$ cat config.mk
export PLATFORM = sky130hd
export DESIGN_NAME = cmd_uart_wrapper
export DESIGN_NICKNAME = d
export VERILOG_FILES = /design/src/rtl/knight_uart_pkg.sv /design/src/rtl/uart_rx_core.sv /design/src/rtl/cmd_uart_wrapper.sv
export SDC_FILE = /design/constraint.sdc
export NUM_CORES = 1
export LEC_CHECK = 0
export BUFFER_PORTS_ARGS = -buffer_cell sky130_fd_sc_hd__buf_2
export CORE_ASPECT_RATIO = 0.9
export CORE_MARGIN = 5
export CORE_UTILIZATION = 50
export CTS_BUF_LIST = sky130_fd_sc_hd__clkbuf_2
export DETAILED_ROUTE_END_ITERATION = 7
export PLACE_DENSITY = 0.68
export SYNTH_ARGS = -nofsm -noshare
export SYNTH_HDL_FRONTEND = slang
export SYNTH_HIERARCHICAL = 1
export SYNTH_SLANG_ARGS = --single-unit
$ cat constraint.sdc
create_clock -name clk -period 3.65 [get_ports clk]
set_input_delay 0.1825 -clock clk [delete_from_list [all_inputs] [get_ports clk]]
set_output_delay 0.1825 -clock clk [all_outputs]
set_load 0.01 [all_outputs]
$ cat src/rtl/knight_uart_pkg.sv
// Shared types and constants for the knight-side UART command endpoint.
package knight_uart_pkg;

  localparam int unsigned FRAME_BITS           = 10;
  localparam int unsigned DEFAULT_CLKS_PER_BIT = 2604;

  typedef enum logic {WAIT_HI, WAIT_LO} asm_state_t;

  typedef enum logic [1:0] {RX_IDLE, RX_START, RX_DATA, RX_STOP} rx_state_t;

  typedef enum logic {TX_IDLE, TX_BUSY} tx_state_t;

endpackage

$ cat src/rtl/uart_rx_core.sv
// 8N1 receive bit engine: RX synchronizer, start detect with glitch reject,
// mid-bit sampling, byte strobe and framing-error strobe.
module uart_rx_core
  import knight_uart_pkg::*;
#(
  parameter int unsigned CLKS_PER_BIT = DEFAULT_CLKS_PER_BIT
) (
  input  logic       clk,
  input  logic       rst,
  input  logic       rx,
  output logic       start_edge,
  output logic       rx_busy,
  output logic       byte_rdy,
  output logic       frame_err,
  output logic [7:0] rx_byte
);

  localparam int unsigned CW = $clog2(CLKS_PER_BIT);

  logic          rx_ff1, rx_ff2, rx_prev;
  rx_state_t     state, state_nxt;
  logic [CW-1:0] cnt, cnt_nxt;
  logic [2:0]    bit_idx, bit_idx_nxt;
  logic [7:0]    shreg, shreg_nxt;
  logic          tick;

  always_ff @(posedge clk or posedge rst) begin
    if (rst) begin
      rx_ff1  <= 1'b1;
      rx_ff2  <= 1'b1;
      rx_prev <= 1'b1;
      state   <= RX_IDLE;
      cnt     <= '0;
      bit_idx <= '0;
      shreg   <= '0;
    end else begin
      rx_ff1  <= rx;
      rx_ff2  <= rx_ff1;
      rx_prev <= rx_ff2;
      state   <= state_nxt;
      cnt     <= cnt_nxt;
      bit_idx <= bit_idx_nxt;
      shreg   <= shreg_nxt;
    end
  end

  assign start_edge = (state == RX_IDLE) && rx_prev && !rx_ff2;
  assign rx_busy    = (state != RX_IDLE);
  assign tick       = (cnt == '0);
  assign rx_byte    = shreg;

  always_comb begin
    state_nxt   = state;
    cnt_nxt     = tick ? cnt : cnt - 1'b1;
    bit_idx_nxt = bit_idx;
    shreg_nxt   = shreg;
    byte_rdy    = 1'b0;
    frame_err   = 1'b0;
    case (state)
      RX_IDLE: begin
        if (start_edge) begin
          state_nxt = RX_START;
          cnt_nxt   = CW'(CLKS_PER_BIT / 2 - 1);
        end
      end
      RX_START: begin
        // A start bit that is high again at mid-bit was a glitch.
        if (tick) begin
          if (!rx_ff2) begin
            state_nxt   = RX_DATA;
            cnt_nxt     = CW'(CLKS_PER_BIT - 1);
            bit_idx_nxt = '0;
          end else begin
            state_nxt = RX_IDLE;
          end
        end
      end
      RX_DATA: begin
        if (tick) begin
          shreg_nxt = {rx_ff2, shreg[7:1]};
          cnt_nxt   = CW'(CLKS_PER_BIT - 1);
          if (bit_idx == 3'd7) state_nxt = RX_STOP;
          else                 bit_idx_nxt = bit_idx + 1'b1;
        end
      end
      RX_STOP: begin
        if (tick) begin
          state_nxt = RX_IDLE;
          if (rx_ff2) byte_rdy  = 1'b1;
          else        frame_err = 1'b1;
        end
      end
      default: state_nxt = RX_IDLE;
    endcase
  end

endmodule

$ cat src/rtl/cmd_uart_wrapper.sv
// UART command endpoint: assembles two received bytes into a 16-bit command
// and serializes 8-bit responses on TX.
module cmd_uart_wrapper
  import knight_uart_pkg::*;
#(
  parameter int unsigned CLKS_PER_BIT = DEFAULT_CLKS_PER_BIT,
  parameter int unsigned TIMEOUT_CLKS = 78120
) (
  input  logic        clk,
  input  logic        rst,
  input  logic        RX,
  output logic        TX,
  output logic [15:0] cmd,
  output logic        cmd_rdy,
  input  logic        clr_cmd_rdy,
  input  logic [7:0]  resp,
  input  logic        trmt,
  output logic        tx_done,
  output logic        rx_err
);

  localparam int unsigned CW = $clog2(CLKS_PER_BIT);
  localparam int unsigned TW = $clog2(TIMEOUT_CLKS + 1);

  logic       start_edge, rx_busy, byte_rdy, frame_err;
  logic [7:0] rx_byte;

  uart_rx_core #(.CLKS_PER_BIT(CLKS_PER_BIT)) u_rx_core (
    .clk       (clk),
    .rst       (rst),
    .rx        (RX),
    .start_edge(start_edge),
    .rx_busy   (rx_busy),
    .byte_rdy  (byte_rdy),
    .frame_err (frame_err),
    .rx_byte   (rx_byte)
  );

  asm_state_t    asm_state, asm_nxt;
  logic [TW-1:0] to_cnt;
  logic [7:0]    hi_byte;
  logic          hi_load, cmd_load, timeout, to_run;

  // The timeout only runs while the line is idle between bytes.
  assign to_run = (asm_state == WAIT_LO) && !rx_busy && !start_edge;

  always_comb begin
    asm_nxt  = asm_state;
    hi_load  = 1'b0;
    cmd_load = 1'b0;
    timeout  = 1'b0;
    case (asm_state)
      WAIT_HI: begin
        if (byte_rdy) begin
          hi_load = 1'b1;
          asm_nxt = WAIT_LO;
        end
      end
      WAIT_LO: begin
        if (byte_rdy) begin
          cmd_load = 1'b1;
          asm_nxt  = WAIT_HI;
        end else if (frame_err) begin
          asm_nxt = WAIT_HI;
        end else if (to_run && to_cnt == TW'(TIMEOUT_CLKS - 1)) begin
          timeout = 1'b1;
          asm_nxt = WAIT_HI;
        end
      end
      default: asm_nxt = WAIT_HI;
    endcase
  end

  always_ff @(posedge clk or posedge rst) begin
    if (rst) asm_state <= WAIT_HI;
    else     asm_state <= asm_nxt;
  end

  always_ff @(posedge clk or posedge rst) begin
    if (rst) begin
      hi_byte <= '0;
      to_cnt  <= '0;
      cmd     <= '0;
      cmd_rdy <= 1'b0;
      rx_err  <= 1'b0;
    end else begin
      rx_err <= frame_err | timeout;
      if (hi_load) begin
        hi_byte <= rx_byte;
        to_cnt  <= '0;
      end else if (to_run) begin
        to_cnt <= to_cnt + 1'b1;
      end
      if (cmd_load) begin
        cmd     <= {hi_byte, rx_byte};
        cmd_rdy <= 1'b1;
      end else if (clr_cmd_rdy || (start_edge && asm_state == WAIT_HI)) begin
        cmd_rdy <= 1'b0;
      end
    end
  end

  tx_state_t     tx_state, tx_nxt;
  logic [CW-1:0] tx_cnt;
  logic [3:0]    tx_bits;
  logic [8:0]    tx_sh;
  logic          tx_q, tx_accept, tx_tick, tx_last;

  assign tx_accept = (tx_state == TX_IDLE) && trmt;
  assign tx_tick   = (tx_cnt == '0);
  assign tx_last   = (tx_state == TX_BUSY) && tx_tick && (tx_bits == '0);
  assign TX        = tx_q;

  always_comb begin
    tx_nxt = tx_state;
    if (tx_accept)    tx_nxt = TX_BUSY;
    else if (tx_last) tx_nxt = TX_IDLE;
  end

  // Start bit goes straight to the pin; the shifter holds data plus stop.
  always_ff @(posedge clk or posedge rst) begin
    if (rst) begin
      tx_state <= TX_IDLE;
      tx_q     <= 1'b1;
      tx_done  <= 1'b0;
      tx_sh    <= '0;
      tx_cnt   <= '0;
      tx_bits  <= '0;
    end else begin
      tx_state <= tx_nxt;
      if (tx_accept) begin
        tx_q    <= 1'b0;
        tx_sh   <= {1'b1, resp};
        tx_cnt  <= CW'(CLKS_PER_BIT - 1);
        tx_bits <= 4'(FRAME_BITS - 1);
        tx_done <= 1'b0;
      end else if (tx_state == TX_BUSY) begin
        if (!tx_tick) begin
          tx_cnt <= tx_cnt - 1'b1;
        end else if (tx_bits == '0) begin
          tx_q    <= 1'b1;
          tx_done <= 1'b1;
        end else begin
          tx_q    <= tx_sh[0];
          tx_sh   <= {1'b1, tx_sh[8:1]};
          tx_bits <= tx_bits - 1'b1;
          tx_cnt  <= CW'(CLKS_PER_BIT - 1);
        end
      end
    end
  end

endmodule

==> summary.md, run 1 <==
| Metric | Value |
|---|---|
| Total congestion overflow | 0 |
| DRC violations left | 0 |
| Yosys warning total | 6 |
| Average wire length per cell after detail routing | 15.1 µm |
| Per-cell via count in the routed design | 5.71 |
| Source of the worst hold timing path | RX |
| Commonest cells in the synthesized netlist | 96 x sky130_fd_sc_hd__dfrtp_1, 56 x sky130_fd_sc_hd__nand2_1, 46 x sky130_fd_sc_hd__nor2_1 |
| Top cell type's share of synthesized area | 0.487 |
| Async set or reset register ratio after synthesis | 1.00 |
| Cell accounting for the most synthesized area | sky130_fd_sc_hd__dfrtp_1 |
| Number of search-and-repair iterations in the first detailed-routing pass | 4 |
| Vertical extent of the die | 104 µm |
| Number of antenna violations at the first check in global routing | 0 |
| Area enclosed by the die boundary | 12000 µm² |
| Metal2 WL | about 4600 µm |
| RSZ-0062 raised after global routing | false |
| Actual transition at the worst max-transition pin | roughly 1.1 ns |
| Clock sink count | 100 |
| CP startpoint kind | flip-flop |
| Reg2reg end | cmd[9]$_DFFE_PP0P_ |
| #FFs+latches synth | 100 |
| Max transition margin | 0.290 |
| Count leader, synth | sky130_fd_sc_hd__dfrtp_1 |
| Number of buffers inserted during clock tree synthesis | 9 |
| Area taken by flip-flops and latches | roughly 2500 µm² |
| Initial drt markers | 196 |
| Post-route met1 wirelength | 4840 µm |
| Ports placed on the boundary | 33 |
| Clk Latency, worst-skew pair | a little under 0.6 ns |
| Path type of the worst setup path | reg -> reg |
| Static leakage power | ~2.5 nW |
| Cell variety after synth | 67 |
| Post-detailed-routing wire length | about 9900 µm |
| Most area-consuming cells after synthesis | sky130_fd_sc_hd__dfrtp_1 49%, sky130_fd_sc_hd__mux2_2 6.8%, sky130_fd_sc_hd__nand2_1 4.3%, sky130_fd_sc_hd__nor2_1 3.5%, sky130_fd_sc_hd__o21ai_0 3.1% |
| Amount of wire on met3 after detailed routing | around 410 µm |
| Largest net degree at the start of global routing | 73 |
| Cell internal power dissipation | around 1.6 mW |
| Reg-to-reg critical path startpoint | u_rx_core/cnt[0]$_DFF_PP0_ |
| Endpoint required time on the critical path | 4.15 ns |
| Maximum vdd ir drop | 0.385 mV |
| Part of the power in combinational logic | 0.197 |
| Overall routing resource usage | 0.177 |
| Cell Area, Synth | ~4900 µm² |
| Global-route wire length before repair | 17500 µm |
| Proportion of power drawn by the clock network | 0.206 |
| Depth of the CTS H-tree | 3 |
| Setup skew after layout | 0.0491 ns |
| Time the worst path needs with I/O delays and setup | around 3.0 ns |
| Setup slack on the worst flop-to-flop path | roughly 0.66 ns |
| Cell Pwr Density | 443 nW/µm² |
| Maximum clock path buffer count | 2 |
| Outcome | completed |
| Hold Vio Cnt, Final | 0 |
| CP Data Arrival Time | about 3.5 ns |
| Post-CTS repair timing setup buffer count | 0 |
| Via count of the first global-routing pass | about 3700 |
| Ratio of final minimum period to clock period | 0.818 |
| Antenna Diode Count | 0 |
| Die extent in x | ~110 µm |
| Post-route antenna net violation count | 0 |
| Switching share of power | 0.336 |
| Max Fanout on Critical Path | 16 |
| Hold Crit Class | in -> reg |
| Hpwl dp | ~6700 µm |
| Final Wtd Congestion | between 0.8 and 0.9 |
| Final Setup Violations | 0 |
| Post-synthesis cell count | 490 |
| Number of flops mapped to enable cells by yosys | 0 |
| Worst min-delay path endpoint | u_rx_core/rx_ff1$_DFF_PP1_ |
| Top routing layer in use | met4 |
| Flop pwr share | 0.597 |
| Net count of the mapped netlist | just over 500 |
| Area taken by multi-input logic gates | roughly 2200 µm² |
| Synthesized area per cell | 10.1 µm² |
| Clock tree from TritonCTS | built |
| Placeable core area | about 9700 µm² |
| Number of standard cells in the final layout excluding fillers | 657 |
| Setup TNS after final layout | 0 ns |
| Count of buffers inserted at the top-level ports | 32 |
| CTS clock-pin slew for the worst setup and hold paths | 0.30 ns |
| Effective utilization at floorplan | 0.511 |
| Count of cells along the worst register-to-register path | 8 |
| Slew Limit Fails | 0 |
| Number of core rows | 34 |
| Number of stages on the worst hold path | 2 |
| Layout filler cell count | 872 |
| Area Growth Syn to Fin | 9.49% |
| Endpoint class of the critical path | flip-flop |
| Maxcap violations | 0 |
| Switching power | 0.803 mW |
| Layout cell share with drive strength beyond 1 | 0.200 |
| Clock root buffer master | sky130_fd_sc_hd__clkbuf_2 |
| Final net count | ~550 |
| Most common flop cell mapped by yosys | sky130_fd_sc_hd__dfrtp_1 |
| Share of the yosys chip area belonging to registers | 0.508 |
| Cell count after placement | roughly 630 |
| Routed via count | roughly 3800 |
| Achievable clock frequency | around 330 MHz |
layout make-up:
type	instances	share of cell area
Clock buffer	10	0.00927
Clock inverter	6	0.00950
Inverter	20	0.0139
Multi-Input combinational cell	346	0.415
Sequential cell	100	0.464
Tap cell	126	0.0292
Timing Repair Buffer	49	0.0588
critical path, cell delays in order, from the launching register on:
cell	delay, ns
sky130_fd_sc_hd__dfrtp_1	0.48
sky130_fd_sc_hd__inv_1	0.07
sky130_fd_sc_hd__ha_1	0.18
sky130_fd_sc_hd__or4b_1	0.60
sky130_fd_sc_hd__nor4_4	0.22
sky130_fd_sc_hd__nand3_1	0.13
sky130_fd_sc_hd__nor2_1	0.28
sky130_fd_sc_hd__nand2_1	0.49
sky130_fd_sc_hd__mux2_2	0.45
power groups by stage:
stage               clock network [mW]  logic [mW]  registers [mW]
finish                           0.492       0.472            1.43
global route                     0.566       0.544            1.46
CTS                              0.516       0.478            1.42
detailed placement                   0       0.467            1.44
global placement                     0       0.445            1.44
floorplan                            0       0.400            1.39
what timing repair did:
item                                    in CTS  in global routing
hold buffers                                12                  0
hold endpoints to repair                   109                  0
endpoints found under the setup margin       0                  0
resized for setup                            0                  0
cell families after synthesis:
logic type      count (synthesis)  synth area share
fa+ha+maj                       9            0.0228
flops                         100             0.508
simple gates                  199             0.214
xor+xnor                       10            0.0178
compound gates                 95             0.125
buf+inv                        44            0.0373
mux                            33            0.0746
how the worst max path moves through the flow:
stage | to | slack [ns] | start
floorplan | cmd[0]$_DFFE_PP0P_ | 0.93 | u_rx_core/cnt[0]$_DFF_PP0_
global placement | cmd[1]$_DFFE_PP0P_ | 0.84 | u_rx_core/cnt[0]$_DFF_PP0_
detailed placement | cmd[9]$_DFFE_PP0P_ | 0.72 | u_rx_core/cnt[0]$_DFF_PP0_
CTS | cmd[9]$_DFFE_PP0P_ | 0.67 | u_rx_core/cnt[0]$_DFF_PP0_
global route | cmd[9]$_DFFE_PP0P_ | 0.50 | u_rx_core/cnt[1]$_DFF_PP0_
finish | cmd[9]$_DFFE_PP0P_ | 0.66 | u_rx_core/cnt[0]$_DFF_PP0_
per-stage QoR:
stage	total power, mW	area (µm²)	util	worst slack [ns]	hold slack, ns
5_1_grt	2.57	5400	0.559	0.503	0.119
3_5_place_dp	1.91	5180	0.536	0.724	0.296
4_1_cts	2.42	5400	0.559	0.674	0.132
2_1_floorplan	1.79	4930	-	0.935	0.187
6_report	2.39	5400	0.559	0.664	0.198
3_3_place_gp	1.88	5180	0.536	0.841	0.291
metal layers:
layer,vias to the layer above,track usage
li1,1824,-
met1,1851,0.250
met2,68,0.271
met3,10,0.0529
met4,0,0.0394
met5,-,0
registers in the layout (all words and copies together), names as in the netlist, named ones only:
signal             count
to_cnt                17
cmd                   16
u_rx_core/rx_ff2       1
hi_byte                8
tx_state               1
rx_err                 1
tx_bits                4
tx_sh                  9
u_rx_core/rx_byte      8
u_rx_core/bit_idx      3
tx_cnt                12
u_rx_core/cnt         12
asm_state              1
u_rx_core/rx_ff1       1
u_rx_core/rx_prev      1
u_rx_core/state        1
TX                     1
tx_done                1
cmd_rdy                1
cell usage in the layout (no fill, tap or decap), drive strengths merged, types with 8 or more instances in the layout:
cell         netlist  routed
mux2              30      30
nor2              46      46
dlygate4sd3        0      12
nor3              13      13
ha                 9       9
nand2             56      56
nand3             16      16
o21ai             33      33
buf                6      37
inv               20      24
clkbuf            18      10
or4                8       8
a21oi             14      14
or3                8       8
nor4              10      10
nand4              8       8
a31oi             11      11
dfrtp             96      96
Note: power is estimated with default switching activity, not from simulation.
==> run 2: changes to the inputs <==
clock period = 2.9 ns   (was 3.65 ns; I/O delays follow)
==> run 2 against run 1 <==
  * Critical path depth unchanged
  * Die area stayed put
  * Core utilization grew 0.82 points
  * Fmax up 13%
  * Cell count rose by 1.7%
  * Non-clock buffer count up 11
  * Total power increased by 26%
==> summary.md, run 2 (synthesis results as in run 1) <==
| Metric | Value |
|---|---|
| Outcome | completed (unchanged) |
| Via count of the first global-routing pass | 3754 (was 3668) |
| CP startpoint kind | flip-flop (unchanged) |
| Die extent in x | 115 µm (unchanged) |
| Per-cell via count in the routed design | 5.75 (was 5.71) |
| Average wire length per cell after detail routing | 15.4 µm (was 15.1 µm) |
| Routed via count | 3840 (was 3753) |
| Number of stages on the worst hold path | 2 (unchanged) |
| Endpoint required time on the critical path | 3.40 ns (was 4.15 ns) |
| Number of search-and-repair iterations in the first detailed-routing pass | 4 (unchanged) |
| Achievable clock frequency | 377 MHz (was 335 MHz) |
| Antenna Diode Count | 0 (unchanged) |
| Registers with the most flip-flops | to_cnt x17, cmd x16 (unchanged) |
| Clk Latency, worst-skew pair | 0.57 ns (was 0.59 ns) |
| Number of core rows | 34 (unchanged) |
| Count of buffers inserted at the top-level ports | 32 (unchanged) |
| Placeable core area | 9660 µm² (unchanged) |
| Maximum clock path buffer count | 2 (unchanged) |
| Effective utilization at floorplan | 0.511 (unchanged) |
| Post-placement setup slack | 0.187 ns (was 0.724 ns) |
| Layout cell share with drive strength beyond 1 | 0.218 (was 0.200) |
| Endpoint class of the critical path | flip-flop (unchanged) |
| Post-detailed-routing wire length | 10300 µm (was 9900 µm) |
| Final Setup Violations | 0 (unchanged) |
| Initial drt markers | 197 (was 196) |
| CTS clock-pin slew for the worst setup and hold paths | 0.26 ns (was 0.30 ns) |
| Post-layout power | 3.01 mW (was 2.39 mW) |
| Static leakage power | 2.56 nW (was 2.51 nW) |
| Top routing layer in use | met4 (unchanged) |
| Final net count | 559 (was 548) |
| Setup TNS after final layout | 0 ns (unchanged) |
| Path type of the worst setup path | reg -> reg (unchanged) |
| Global-route wire length before repair | 17900 µm (was 17500 µm) |
| Total congestion overflow | 0 (unchanged) |
| CP Data Arrival Time | 3.15 ns (was 3.49 ns) |
| Area taken by flip-flops and latches | 2510 µm² (unchanged) |
| Ports placed on the boundary | 33 (unchanged) |
| Area taken by multi-input logic gates | 2250 µm² (was 2240 µm²) |
| Register bank with the most flops | to_cnt (unchanged) |
| Final Wtd Congestion | 0.800 (was 0.840) |
| Time the worst path needs with I/O delays and setup | 2.65 ns (was 2.99 ns) |
| Largest net degree at the start of global routing | 73 (unchanged) |
| Commonest non-fill, non-tap cell in the layout | sky130_fd_sc_hd__dfrtp_1 (unchanged) |
| Post-route antenna net violation count | 0 (unchanged) |
| Vertical extent of the die | 104 µm (unchanged) |
| Cell Pwr Density | 550 nW/µm² (was 443 nW/µm²) |
| Maximum vdd ir drop | 0.371 mV (was 0.385 mV) |
| Post-route met1 wirelength | 4920 µm (was 4840 µm) |
| Ratio of final minimum period to clock period | 0.914 (was 0.818) |
| Hold Vio Cnt, Final | 0 (unchanged) |
| Number of flip-flops in the largest register | 17 (unchanged) |
| Maxcap violations | 0 (unchanged) |
| Max Fanout on Critical Path | 9 (was 16) |
| Amount of wire on met3 after detailed routing | 398 µm (was 406 µm) |
| Final setup margin | 0.249 ns (was 0.664 ns) |
| Setup skew after layout | 0.0185 ns (was 0.0491 ns) |
| Max transition margin | 0.290 (about the same) |
| Area Growth Syn to Fin | 11.1% (was 9.49%) |
| RSZ-0062 raised after global routing | false (unchanged) |
| Clock root buffer master | sky130_fd_sc_hd__clkbuf_2 (unchanged) |
| Worst hold-check slack | 0.188 ns (was 0.198 ns) |
| Slew Limit Fails | 0 (unchanged) |
| Metal2 WL | 4850 µm (was 4560 µm) |
| Setup slack on the worst flop-to-flop path | 0.25 ns (was 0.66 ns) |
| Clock sink count | 100 (unchanged) |
| Overall routing resource usage | 0.182 (was 0.177) |
| Layout filler cell count | 829 (was 872) |
| Commonest cells after routing, fill and taps aside | 96 x sky130_fd_sc_hd__dfrtp_1, 56 x sky130_fd_sc_hd__nand2_1, 45 x sky130_fd_sc_hd__nor2_1 (was 96 x sky130_fd_sc_hd__dfrtp_1, 56 x sky130_fd_sc_hd__nand2_1, 46 x sky130_fd_sc_hd__nor2_1) |
| Number of antenna violations at the first check in global routing | 0 (unchanged) |
| Number of buffers inserted during clock tree synthesis | 9 (unchanged) |
| Hold Crit Class | in -> reg (unchanged) |
| Actual transition at the worst max-transition pin | 1.06 ns (about the same) |
| Count of cells along the worst register-to-register path | 8 (unchanged) |
| Depth of the CTS H-tree | 3 (unchanged) |
| Hpwl dp | 6880 µm (was 6710 µm) |
| Area enclosed by the die boundary | 12000 µm² (unchanged) |
| DRC violations left | 0 (unchanged) |
| Clock tree from TritonCTS | built (unchanged) |
## run 2: final cells by class
type | instances | area share
Sequential cell | 100 | 0.458
Clock buffer | 11 | 0.0100
Tap cell | 126 | 0.0288
Timing Repair Buffer | 60 | 0.0731
Clock inverter | 5 | 0.00662
Multi-Input combinational cell | 346 | 0.410
Inverter | 20 | 0.0137
## run 2: metal layers
metal / GRT usage / up-vias
met2: 0.274 / 79
met3: 0.0500 / 10
li1: - / 1850
met1: 0.264 / 1901
met4: 0.0377 / 0
met5: 0 / -
## run 2: critical path, stage by stage, from the launching register on
cell and delay, ns:
sky130_fd_sc_hd__dfrtp_1 0.48, sky130_fd_sc_hd__inv_1 0.08, sky130_fd_sc_hd__ha_1 0.19, sky130_fd_sc_hd__or4b_4 0.54
sky130_fd_sc_hd__nor4_4 0.25, sky130_fd_sc_hd__inv_2 0.14, sky130_fd_sc_hd__ha_1 0.33, sky130_fd_sc_hd__or3_1 0.36
sky130_fd_sc_hd__a31o_1 0.23
## run 2: report_power, final
part	switching, mW	internal [mW]	total [mW]	leakage (nW)
combinational	0.322	0.299	0.622	1.23
clock	0.471	0.123	0.595	0.0566
sequential	0.220	1.58	1.80	1.27
## run 2: per-stage QoR
| step | utilization | std cells | area [µm²] |
|---|---|---|---|
| finish | 0.568 | 668 | 5480 |
| global placement | 0.545 | 640 | 5260 |
| global route | 0.568 | 668 | 5480 |
| detailed placement | 0.545 | 640 | 5260 |
| CTS | 0.567 | 668 | 5470 |
| floorplan | - | 490 | 4930 |
## run 2: path summary, 6_finish.rpt
| path | endpoint | from |
|---|---|---|
| max in group asynchronous | u_rx_core/rx_byte[1]$_DFFE_PP0P_ | rst |
| max reg2reg | u_rx_core/cnt[0]$_DFF_PP0_ | u_rx_core/cnt[0]$_DFF_PP0_ |
| min in group asynchronous | u_rx_core/cnt[0]$_DFF_PP0_ | rst |
| min reg2reg | u_rx_core/rx_ff2$_DFF_PP1_ | u_rx_core/rx_ff1$_DFF_PP1_ |
| min | u_rx_core/rx_ff1$_DFF_PP1_ | RX |
| max | u_rx_core/cnt[0]$_DFF_PP0_ | u_rx_core/cnt[0]$_DFF_PP0_ |
## run 2: repair_timing
item / 4_1_cts / 5_1_grt
endpoints found under the hold margin: 109 / 0
hold buffers: 12 / 0
setup endpoints to repair: 0 / 23
setup buffers: 0 / 0
resized for setup: 0 / 2
